<file path="config.mk">
export PLATFORM = sky130hd
export DESIGN_NAME = sys_cmd_ctrl_flat
export DESIGN_NICKNAME = d
export VERILOG_FILES = /design/src/rtl/sys_cmd_ctrl_if.sv /design/src/rtl/sys_cmd_ctrl.sv /design/src/flat_wrapper.sv
export SDC_FILE = /design/constraint.sdc
export NUM_CORES = 1
export LEC_CHECK = 0
export ABC_AREA = 1
export BUFFER_PORTS_ARGS = -buffer_cell sky130_fd_sc_hd__buf_2
export CAP_MARGIN = 20
export CORE_ASPECT_RATIO = 1.1
export CORE_MARGIN = 8
export CORE_UTILIZATION = 55
export CTS_BUF_LIST = sky130_fd_sc_hd__clkbuf_4 sky130_fd_sc_hd__clkbuf_8
export DETAILED_ROUTE_END_ITERATION = 6
export PLACE_DENSITY_LB_ADDON = 0.3
export RECOVER_POWER = 25
export REMOVE_ABC_BUFFERS = 1
export SYNTH_ARGS = -nofsm -noshare
export SYNTH_HDL_FRONTEND = slang
export SYNTH_SLANG_ARGS = --single-unit
</file>
<file path="constraint.sdc">
create_clock -name CLK -period 4.2 [get_ports CLK]
set_input_delay 0.63 -clock CLK [delete_from_list [all_inputs] [get_ports CLK]]
set_output_delay 0.63 -clock CLK [all_outputs]
set_load 0.005 [all_outputs]
</file>
<file path="src/rtl/sys_cmd_ctrl_if.sv">
// Command-controller bus: UART RX bytes, register-file / ALU handshakes and TX FIFO writes.
// The controller takes the master modport; the surrounding system top takes the slave modport.
interface sys_cmd_ctrl_if #(
    parameter int unsigned DATA_WIDTH = 8,
    parameter int unsigned ADDR_WIDTH = 4,
    parameter int unsigned FUN_WIDTH  = 4
);
    logic [DATA_WIDTH-1:0]   RX_P_DATA;
    logic                    RX_D_VLD;
    logic [DATA_WIDTH-1:0]   RdData;
    logic                    RdData_Valid;
    logic [2*DATA_WIDTH-1:0] ALU_OUT;
    logic                    ALU_OUT_VLD;
    logic                    FIFO_FULL;
    logic [ADDR_WIDTH-1:0]   Address;
    logic                    WrEn;
    logic                    RdEn;
    logic [DATA_WIDTH-1:0]   WrData;
    logic                    ALU_EN;
    logic [FUN_WIDTH-1:0]    ALU_FUN;
    logic                    CLK_EN;
    logic [DATA_WIDTH-1:0]   TX_P_DATA;
    logic                    TX_D_VLD;

    modport master (
        input  RX_P_DATA, RX_D_VLD, RdData, RdData_Valid, ALU_OUT, ALU_OUT_VLD, FIFO_FULL,
        output Address, WrEn, RdEn, WrData, ALU_EN, ALU_FUN, CLK_EN, TX_P_DATA, TX_D_VLD
    );

    modport slave (
        output RX_P_DATA, RX_D_VLD, RdData, RdData_Valid, ALU_OUT, ALU_OUT_VLD, FIFO_FULL,
        input  Address, WrEn, RdEn, WrData, ALU_EN, ALU_FUN, CLK_EN, TX_P_DATA, TX_D_VLD
    );
endinterface

</file>
<file path="src/rtl/sys_cmd_ctrl.sv">
// Framed UART command responder: register writes/reads, ALU operations, response bytes to TX FIFO.
// Optional CMD_ALU_WIDE_EN: ALU results are sent as two bytes (low byte first, then high byte).
module sys_cmd_ctrl #(
    parameter int unsigned DATA_WIDTH = 8,
    parameter int unsigned ADDR_WIDTH = 4,
    parameter int unsigned FUN_WIDTH  = 4,
    parameter int unsigned OPA_ADDR   = 0,
    parameter int unsigned OPB_ADDR   = 1
) (
    input logic           CLK,
    input logic           RST,
    sys_cmd_ctrl_if.master bus
);
`ifdef CMD_ALU_WIDE_EN
    localparam int unsigned RESP_W = 2 * DATA_WIDTH;
`else
    localparam int unsigned RESP_W = DATA_WIDTH;
`endif

    localparam logic [7:0] CMD_WR  = 8'hAA;
    localparam logic [7:0] CMD_RD  = 8'hBB;
    localparam logic [7:0] CMD_ALU = 8'hCC;
    localparam logic [7:0] CMD_ALS = 8'hDD;

    localparam logic [3:0] ST_IDLE     = 4'd0;
    localparam logic [3:0] ST_WR_ADDR  = 4'd1;
    localparam logic [3:0] ST_WR_DATA  = 4'd2;
    localparam logic [3:0] ST_RD_ADDR  = 4'd3;
    localparam logic [3:0] ST_RD_WAIT  = 4'd4;
    localparam logic [3:0] ST_ALU_A    = 4'd5;
    localparam logic [3:0] ST_ALU_B    = 4'd6;
    localparam logic [3:0] ST_ALU_FUN  = 4'd7;
    localparam logic [3:0] ST_ALU_GO   = 4'd8;
    localparam logic [3:0] ST_ALU_WAIT = 4'd9;
    localparam logic [3:0] ST_SEND_LO  = 4'd10;
`ifdef CMD_ALU_WIDE_EN
    localparam logic [3:0] ST_SEND_HI  = 4'd11;
`endif

    logic [3:0]            state_q,   state_d;
    logic [ADDR_WIDTH-1:0] address_q, address_d;
    logic [DATA_WIDTH-1:0] wr_data_q, wr_data_d;
    logic [FUN_WIDTH-1:0]  alu_fun_q, alu_fun_d;
    logic [DATA_WIDTH-1:0] tx_data_q, tx_data_d;
    logic [RESP_W-1:0]     resp_q,    resp_d;
    logic                  wr_en_q,   wr_en_d;
    logic                  rd_en_q,   rd_en_d;
    logic                  alu_en_q,  alu_en_d;
    logic                  clk_en_q,  clk_en_d;
    logic                  tx_vld_q,  tx_vld_d;
`ifdef CMD_ALU_WIDE_EN
    logic                  hi_pend_q, hi_pend_d;
`else
    logic                  unused_alu_hi;
    assign unused_alu_hi = ^bus.ALU_OUT[2*DATA_WIDTH-1:DATA_WIDTH];
`endif

    // Next-state and next-output logic; each state only looks at its own inputs.
    always_comb begin
        state_d   = state_q;
        address_d = address_q;
        wr_data_d = wr_data_q;
        alu_fun_d = alu_fun_q;
        clk_en_d  = clk_en_q;
        tx_data_d = tx_data_q;
        resp_d    = resp_q;
        wr_en_d   = 1'b0;
        rd_en_d   = 1'b0;
        alu_en_d  = 1'b0;
        tx_vld_d  = 1'b0;
`ifdef CMD_ALU_WIDE_EN
        hi_pend_d = hi_pend_q;
`endif
        case (state_q)
            ST_IDLE: begin
                if (bus.RX_D_VLD) begin
                    if (bus.RX_P_DATA == DATA_WIDTH'(CMD_WR))       state_d = ST_WR_ADDR;
                    else if (bus.RX_P_DATA == DATA_WIDTH'(CMD_RD))  state_d = ST_RD_ADDR;
                    else if (bus.RX_P_DATA == DATA_WIDTH'(CMD_ALU)) state_d = ST_ALU_A;
                    else if (bus.RX_P_DATA == DATA_WIDTH'(CMD_ALS)) state_d = ST_ALU_FUN;
                end
            end
            ST_WR_ADDR: begin
                if (bus.RX_D_VLD) begin
                    address_d = bus.RX_P_DATA[ADDR_WIDTH-1:0];
                    state_d   = ST_WR_DATA;
                end
            end
            ST_WR_DATA: begin
                if (bus.RX_D_VLD) begin
                    wr_data_d = bus.RX_P_DATA;
                    wr_en_d   = 1'b1;
                    state_d   = ST_IDLE;
                end
            end
            ST_RD_ADDR: begin
                if (bus.RX_D_VLD) begin
                    address_d = bus.RX_P_DATA[ADDR_WIDTH-1:0];
                    rd_en_d   = 1'b1;
                    state_d   = ST_RD_WAIT;
                end
            end
            ST_RD_WAIT: begin
                if (bus.RdData_Valid) begin
                    resp_d  = RESP_W'(bus.RdData);
                    state_d = ST_SEND_LO;
`ifdef CMD_ALU_WIDE_EN
                    hi_pend_d = 1'b0;
`endif
                end
            end
            ST_ALU_A: begin
                if (bus.RX_D_VLD) begin
                    address_d = ADDR_WIDTH'(OPA_ADDR);
                    wr_data_d = bus.RX_P_DATA;
                    wr_en_d   = 1'b1;
                    state_d   = ST_ALU_B;
                end
            end
            ST_ALU_B: begin
                if (bus.RX_D_VLD) begin
                    address_d = ADDR_WIDTH'(OPB_ADDR);
                    wr_data_d = bus.RX_P_DATA;
                    wr_en_d   = 1'b1;
                    state_d   = ST_ALU_FUN;
                end
            end
            ST_ALU_FUN: begin
                if (bus.RX_D_VLD) begin
                    alu_fun_d = bus.RX_P_DATA[FUN_WIDTH-1:0];
                    clk_en_d  = 1'b1;
                    state_d   = ST_ALU_GO;
                end
            end
            // Start the ALU one cycle after its clock gate opens.
            ST_ALU_GO: begin
                alu_en_d = 1'b1;
                state_d  = ST_ALU_WAIT;
            end
            ST_ALU_WAIT: begin
                if (bus.ALU_OUT_VLD) begin
`ifdef CMD_ALU_WIDE_EN
                    resp_d    = bus.ALU_OUT;
                    hi_pend_d = 1'b1;
`else
                    resp_d    = bus.ALU_OUT[DATA_WIDTH-1:0];
`endif
                    clk_en_d  = 1'b0;
                    state_d   = ST_SEND_LO;
                end
            end
            ST_SEND_LO: begin
                if (!bus.FIFO_FULL) begin
                    tx_data_d = resp_q[DATA_WIDTH-1:0];
                    tx_vld_d  = 1'b1;
                    state_d   = ST_IDLE;
`ifdef CMD_ALU_WIDE_EN
                    if (hi_pend_q) state_d = ST_SEND_HI;
`endif
                end
            end
`ifdef CMD_ALU_WIDE_EN
            ST_SEND_HI: begin
                if (!bus.FIFO_FULL) begin
                    tx_data_d = resp_q[2*DATA_WIDTH-1:DATA_WIDTH];
                    tx_vld_d  = 1'b1;
                    hi_pend_d = 1'b0;
                    state_d   = ST_IDLE;
                end
            end
`endif
            default: state_d = ST_IDLE;
        endcase
    end

    always_ff @(posedge CLK) begin
        if (RST) begin
            state_q   <= ST_IDLE;
            address_q <= '0;
            wr_data_q <= '0;
            alu_fun_q <= '0;
            clk_en_q  <= 1'b0;
            tx_data_q <= '0;
            resp_q    <= '0;
            wr_en_q   <= 1'b0;
            rd_en_q   <= 1'b0;
            alu_en_q  <= 1'b0;
            tx_vld_q  <= 1'b0;
`ifdef CMD_ALU_WIDE_EN
            hi_pend_q <= 1'b0;
`endif
        end else begin
            state_q   <= state_d;
            address_q <= address_d;
            wr_data_q <= wr_data_d;
            alu_fun_q <= alu_fun_d;
            clk_en_q  <= clk_en_d;
            tx_data_q <= tx_data_d;
            resp_q    <= resp_d;
            wr_en_q   <= wr_en_d;
            rd_en_q   <= rd_en_d;
            alu_en_q  <= alu_en_d;
            tx_vld_q  <= tx_vld_d;
`ifdef CMD_ALU_WIDE_EN
            hi_pend_q <= hi_pend_d;
`endif
        end
    end

    assign bus.Address   = address_q;
    assign bus.WrEn      = wr_en_q;
    assign bus.RdEn      = rd_en_q;
    assign bus.WrData    = wr_data_q;
    assign bus.ALU_EN    = alu_en_q;
    assign bus.ALU_FUN   = alu_fun_q;
    assign bus.CLK_EN    = clk_en_q;
    assign bus.TX_P_DATA = tx_data_q;
    assign bus.TX_D_VLD  = tx_vld_q;
endmodule

</file>
<file path="src/flat_wrapper.sv">
// flat-port wrapper written by rule: the top's interface ports become plain ports
module sys_cmd_ctrl_flat 
#(
    parameter int unsigned DATA_WIDTH = 8,
    parameter int unsigned ADDR_WIDTH = 4,
    parameter int unsigned FUN_WIDTH  = 4,
    parameter int unsigned OPA_ADDR   = 0,
    parameter int unsigned OPB_ADDR   = 1
)
  (CLK, RST, bus_RX_P_DATA, bus_RX_D_VLD, bus_RdData, bus_RdData_Valid, bus_ALU_OUT, bus_ALU_OUT_VLD, bus_FIFO_FULL, bus_Address, bus_WrEn, bus_RdEn, bus_WrData, bus_ALU_EN, bus_ALU_FUN, bus_CLK_EN, bus_TX_P_DATA, bus_TX_D_VLD);
  sys_cmd_ctrl_if #(.DATA_WIDTH(DATA_WIDTH), .ADDR_WIDTH(ADDR_WIDTH), .FUN_WIDTH(FUN_WIDTH)) bus_i ();
  input logic CLK;
  input logic RST;
  input wire logic [$bits(bus_i.RX_P_DATA)-1:0] bus_RX_P_DATA;
  input wire logic [$bits(bus_i.RX_D_VLD)-1:0] bus_RX_D_VLD;
  input wire logic [$bits(bus_i.RdData)-1:0] bus_RdData;
  input wire logic [$bits(bus_i.RdData_Valid)-1:0] bus_RdData_Valid;
  input wire logic [$bits(bus_i.ALU_OUT)-1:0] bus_ALU_OUT;
  input wire logic [$bits(bus_i.ALU_OUT_VLD)-1:0] bus_ALU_OUT_VLD;
  input wire logic [$bits(bus_i.FIFO_FULL)-1:0] bus_FIFO_FULL;
  output wire logic [$bits(bus_i.Address)-1:0] bus_Address;
  output wire logic [$bits(bus_i.WrEn)-1:0] bus_WrEn;
  output wire logic [$bits(bus_i.RdEn)-1:0] bus_RdEn;
  output wire logic [$bits(bus_i.WrData)-1:0] bus_WrData;
  output wire logic [$bits(bus_i.ALU_EN)-1:0] bus_ALU_EN;
  output wire logic [$bits(bus_i.ALU_FUN)-1:0] bus_ALU_FUN;
  output wire logic [$bits(bus_i.CLK_EN)-1:0] bus_CLK_EN;
  output wire logic [$bits(bus_i.TX_P_DATA)-1:0] bus_TX_P_DATA;
  output wire logic [$bits(bus_i.TX_D_VLD)-1:0] bus_TX_D_VLD;
  assign bus_i.RX_P_DATA = bus_RX_P_DATA;
  assign bus_i.RX_D_VLD = bus_RX_D_VLD;
  assign bus_i.RdData = bus_RdData;
  assign bus_i.RdData_Valid = bus_RdData_Valid;
  assign bus_i.ALU_OUT = bus_ALU_OUT;
  assign bus_i.ALU_OUT_VLD = bus_ALU_OUT_VLD;
  assign bus_i.FIFO_FULL = bus_FIFO_FULL;
  assign bus_Address = bus_i.Address;
  assign bus_WrEn = bus_i.WrEn;
  assign bus_RdEn = bus_i.RdEn;
  assign bus_WrData = bus_i.WrData;
  assign bus_ALU_EN = bus_i.ALU_EN;
  assign bus_ALU_FUN = bus_i.ALU_FUN;
  assign bus_CLK_EN = bus_i.CLK_EN;
  assign bus_TX_P_DATA = bus_i.TX_P_DATA;
  assign bus_TX_D_VLD = bus_i.TX_D_VLD;
  sys_cmd_ctrl #(.DATA_WIDTH(DATA_WIDTH), .ADDR_WIDTH(ADDR_WIDTH), .FUN_WIDTH(FUN_WIDTH), .OPA_ADDR(OPA_ADDR), .OPB_ADDR(OPB_ADDR)) u_core (.CLK(CLK), .RST(RST), .bus(bus_i));
endmodule
</file>
* After elaboration in Yosys (flattened, before gate mapping)
Index checks and enable logic that the tools add are counted.
** Storage, ports and cells
- Register bits :: 41
- Bits of input ports :: 38
- Logic and storage cells :: 84
** Operators by class
- Equality and inequality tests :: 26
- Mux-type cells :: 27
- Bitwise logic cells :: 4
- Reductions and logical operators :: 16
** Operators with widths (count)
- $mux 4 :: 16
- $pmux 4 s11 :: 1
- $eq 8x8->1 const B :: 4
- $ne 2x2->1 const B :: 10
- $eq 4x3->1 const B :: 4
- $mux 8 :: 2
- $pmux 8 s2 :: 1
- $eq 4x4->1 const B :: 3
- $pmux 4 s3 :: 1
- $reduce_and 11->1 :: 1
- $eq 4x2->1 const B :: 2
- $reduce_or 2->1 :: 4
- $reduce_and 2->1 :: 3
- $reduce_and 3->1 :: 2
- $mux 1 :: 5
- $ne 5x1->1 const B :: 1
- $eq 4x1->1 const B :: 1
- $logic_not 4->1 :: 1
- $not 1->1 :: 4
- $reduce_and 4->1 :: 1
- $reduce_bool 2->1 :: 2
- $reduce_bool 3->1 :: 1
- $reduce_or 3->1 :: 1
- $ne 2x1->1 const B :: 1
- $pmux 1 s2 :: 1

* Logic depth before layout (Yosys ltp)
- Depth after elaboration :: 7
- Gate-level depth with buffers :: 11
- Gate-level depth less buffers :: 11

* Least setup slack after synthesis
No wires, ideal clock.
- Path kind :: input-to-reg
- From :: input bus_RX_P_DATA[1]
- To :: register u_core.state_q[1]
- Arrival time :: 1.359 ns
- Setup slack :: 2.726 ns
- Stages on the path :: 7
- Buffers on the path :: 0
- Cells stage by stage :: nor2_1 > nand2_1 > a21o_1 > nand3_1 > nand3_1 > nand2_1 > nor2_1
** Between the ends
- Longest elaborated chain between the ends :: 6
- Elaborated cells between the ends (all ways) :: 11
** RTL lines
- start, declared :: line flat_wrapper.sv:14 : input wire logic [$bits(bus_i.RX_P_DATA)-1:0] bus_RX_P_DATA;
- $eq 8x8->1 :: line sys_cmd_ctrl.sv:79 : else if (bus.RX_P_DATA == DATA_WIDTH'(CMD_ALU)) state_d = ST_ALU_A;
- $mux 4 :: line sys_cmd_ctrl.sv:79
- $mux 4 :: line sys_cmd_ctrl.sv:78 : else if (bus.RX_P_DATA == DATA_WIDTH'(CMD_RD)) state_d = ST_RD_ADDR;
- $mux 4 :: line sys_cmd_ctrl.sv:77 : if (bus.RX_P_DATA == DATA_WIDTH'(CMD_WR)) state_d = ST_WR_ADDR;
- $mux 4 :: line sys_cmd_ctrl.sv:76 : if (bus.RX_D_VLD) begin
- $pmux 4 s11 :: line sys_cmd_ctrl.sv:74 : case (state_q)
- end signal, assigned :: line sys_cmd_ctrl.sv:193 : state_q <= state_d;
- end, declared :: line sys_cmd_ctrl.sv:40 : logic [3:0] state_q, state_d;
Several ways; a longest one is shown, not always the timed one. The select of a mux whose other input is x is not followed.
A chain may end at the register's enable or synchronous reset.

* Final worst setup path
- From :: register u_core.state_q[2]
- To :: register u_core.tx_data_q[5] (netlist: u_core.bus.TX_P_DATA[5])
** Between the ends
- Longest elaborated chain between the ends :: 2
** RTL lines
- $eq 4x4->1 :: line sys_cmd_ctrl.sv:74
- $reduce_and 2->1 (no line)
- end signal, assigned :: line sys_cmd_ctrl.sv:198 : tx_data_q <= tx_data_d;
- end, declared :: line sys_cmd_ctrl.sv:44 : logic [DATA_WIDTH-1:0] tx_data_q, tx_data_d;
Every way passes these cells.

==> flow_summary.toml <==
[job]
cap_violations = 0

[timing]
finalCritPeriodShare = 0.436
report.final.slew_viol_count = 0
rsz0062_at_grt = "no"
setup_slack_ns = 2.37
slew_headroom = 0.573
fin_tns_setup_ns = 0
hold_violations = 0
worstMarginPinSlew_ns = 0.638
period_minus_slack_ns = 1.83
setup_viol_count_final = 0
timing.fmax_mhz = 545
clock_skew_ns = 0.00857

[critical_path]
arrival_ns = 2.07
required_ns = 4.43
start_kind = "register"
worstSetupPathType = "reg2reg"
startpoint = "u_core.state_q[2]"
r2r_start = "u_core.state_q[2]"
critPathMaxFanout = 10
endpoint_kind = "register"

[routing]
via_per_inst = 5.04
drc = 0
ant_nets = 0
vias = 1915
first_pass_iters = 4
wire_per_inst_um = 12.9
drt-total-wl_um = 4910
dr.first_iter.drc_count = 127

[min_path]
worstHoldStart = "u_core.bus.TX_P_DATA[6]"
hold_class = "reg2reg"

[logic_synthesis]
synth_top_flop_cell = "dfxtp_1"
synth_edf_count = 0
synthesis.area_mm2 = 0.00194
yosys_warnings = 0
synthCells = 273
synth_area_leaders = "dfxtp_1 (42%), nand2_1 (14%), nor2_1 (8.3%), nand3_1 (7.0%), a21oi_1 (6.7%)"
synth_top_area_cell = "dfxtp_1"
muxShareOfSynthArea = 0
synth_top_cell_area_share = 0.423
synth_cell_type_count = 26
ys_seq_elements = 41
synth_top_family_by_area = "simple AND/OR/NAND/NOR gates"
yosysMostFrequentCell = "nand2_1"
syn_avg_cell_area_um2 = 7.11
async_flop_share = 0
seq_area_frac_synth = 0.423
synth_fa_ha_area_frac = 0
synth_compound_area_frac = 0.146
synth.top_cells.by_count = "nand2_1 (70), nor2_1 (43), dfxtp_1 (41)"
synth_xor_area_frac = 0
synthSimpleGateAreaFrac = 0.369

[global_route]
grt_max_degree = 22
grt_pass1_wl_um = 8310
grt_busiest_layer = "met2"
use_met1 = 0.200
grtUsageMet2 = 0.305
grt_pass1_vias = 1857
antenna_found_initial = 0
gr-total-overflow = 0
track_usage = 0.179
use_met3 = 0.0534

[floorplan]
die_y_um = 78.3
rows = 22
die-area_mm2 = 0.00569
coreArea_mm2 = 0.00336
die_w_um = 72.7
start_util = 0.578
io_pins = 67

[clock_tree]
cts.root.buffer_cell = "clkbuf_4"
cts_num_sinks = 41
clk_latency_ns = 0.36
cts_setup_buffers = 0
cts_resized = 0
numCtsBuffers = 5
cts_tree = "yes"
cts.htree.levels = 2
path_clk_slew_ns = 0.12
ctsHoldBuffers = 0
cts_buffer_depth = 2

[status]
outcome = "complete, no violations"

[placed_design]
place_congestion = 0.839
io_buffers = 58
dp_hpwl_um = 3650
pre_cts_slack_ns = 2.44

[layout]
area_growth_pct = 18.8
n_antenna_cell = 0
drive_gt1_frac = 0.211
nets = 370

[pwr]
total_power_w = 0.00116
ir_drop_mv = 0.318
power.leakage_nw = 1.07
p_per_area_mw_per_mm2 = 501
worst paths after layout:
path | cells past startpoint | end | slack (ns)
worst min register to register | 2 | u_core.bus.TX_P_DATA[6] | 0.47
worst max-delay path | 6 | u_core.bus.TX_P_DATA[5] | 2.37
worst min-delay path | 2 | u_core.bus.TX_P_DATA[6] | 0.47
worst max register to register | 6 | u_core.bus.TX_P_DATA[5] | 2.37
metal layers:
layer / part of all wire / wire length (µm) / vias up
li1: - / - / 999
met4: 0.015 / 75 / 0
met3: 0.080 / 391 / 9
met5: 0 / 0 / -
met1: 0.42 / 2050 / 846
met2: 0.49 / 2390 / 61
kinds of logic after synthesis:
kind of cell | after synthesis
AOI/OAI and AO/OA | 49
buffers and inverters | 28
DFF | 41
and+or+nand+nor | 155
area by class of cell:
cell class	count	area (µm²)
clock buffer	5	37.5
clock inverter	2	35.0
fill	332	1050
inverter	22	85.1
multi-input combinational	204	988
sequential	41	821
tap	48	60.1
timing repair buffer	58	280
placed cells by master (no fill, tap or decap), types with 2 or more instances in the layout:
| cell | n |
|---|---|
| clkbuf_4 | 5 |
| nand3_1 | 27 |
| nor2_4 | 2 |
| buf_2 | 50 |
| o21ai_0 | 18 |
| dfxtp_1 | 41 |
| nand2_1 | 70 |
| nand2_2 | 2 |
| nor2_1 | 45 |
| a21oi_1 | 26 |
| clkbuf_1 | 8 |
| nand3_4 | 2 |
| nand2_4 | 2 |
| inv_1 | 20 |
per-stage QoR:
step | utilization | area [µm²] | std cells | hold slack, ns
CTS | 0.693 | 2330 | 380 | 0.468
floorplan | - | 1900 | 267 | 0.451
detailed placement | 0.671 | 2250 | 373 | 0.452
global placement | 0.671 | 2250 | 373 | 0.445
finish | 0.687 | 2310 | 380 | 0.467
global route | 0.687 | 2310 | 380 | 0.491
sequential cells by signal, summed over array words and instances, names as in the netlist:
| name | cells |
|---|---|
| u_core.bus.RdEn | 1 |
| u_core.bus.ALU_EN | 1 |
| u_core.bus.WrEn | 1 |
| u_core.bus.CLK_EN | 1 |
| u_core.bus.ALU_FUN | 4 |
| u_core.bus.Address | 4 |
| u_core.bus.WrData | 8 |
| u_core.bus.TX_P_DATA | 8 |
| u_core.bus.TX_D_VLD | 1 |
| u_core.state_q | 4 |
| u_core.resp_q | 8 |
power breakdown:
| group | switching (W) | internal, W | total, W |
|---|---|---|---|
| combinational | 0.000264 | 0.000152 | 0.000416 |
| sequential | 0.0000427 | 0.000447 | 0.000490 |
| clock | 0.000129 | 0.000121 | 0.000250 |
| total | 0.000436 | 0.000720 | 0.00116 |
critical path: stages, from the launching register on:
cell     delay [ns]
dfxtp_1        0.37
inv_1          0.16
nand2_2        0.10
nor2_1         0.51
nand2_1        0.36
nand2_1        0.14
a21oi_1        0.07
No activity file was read; power rests on OpenSTA's default activity.
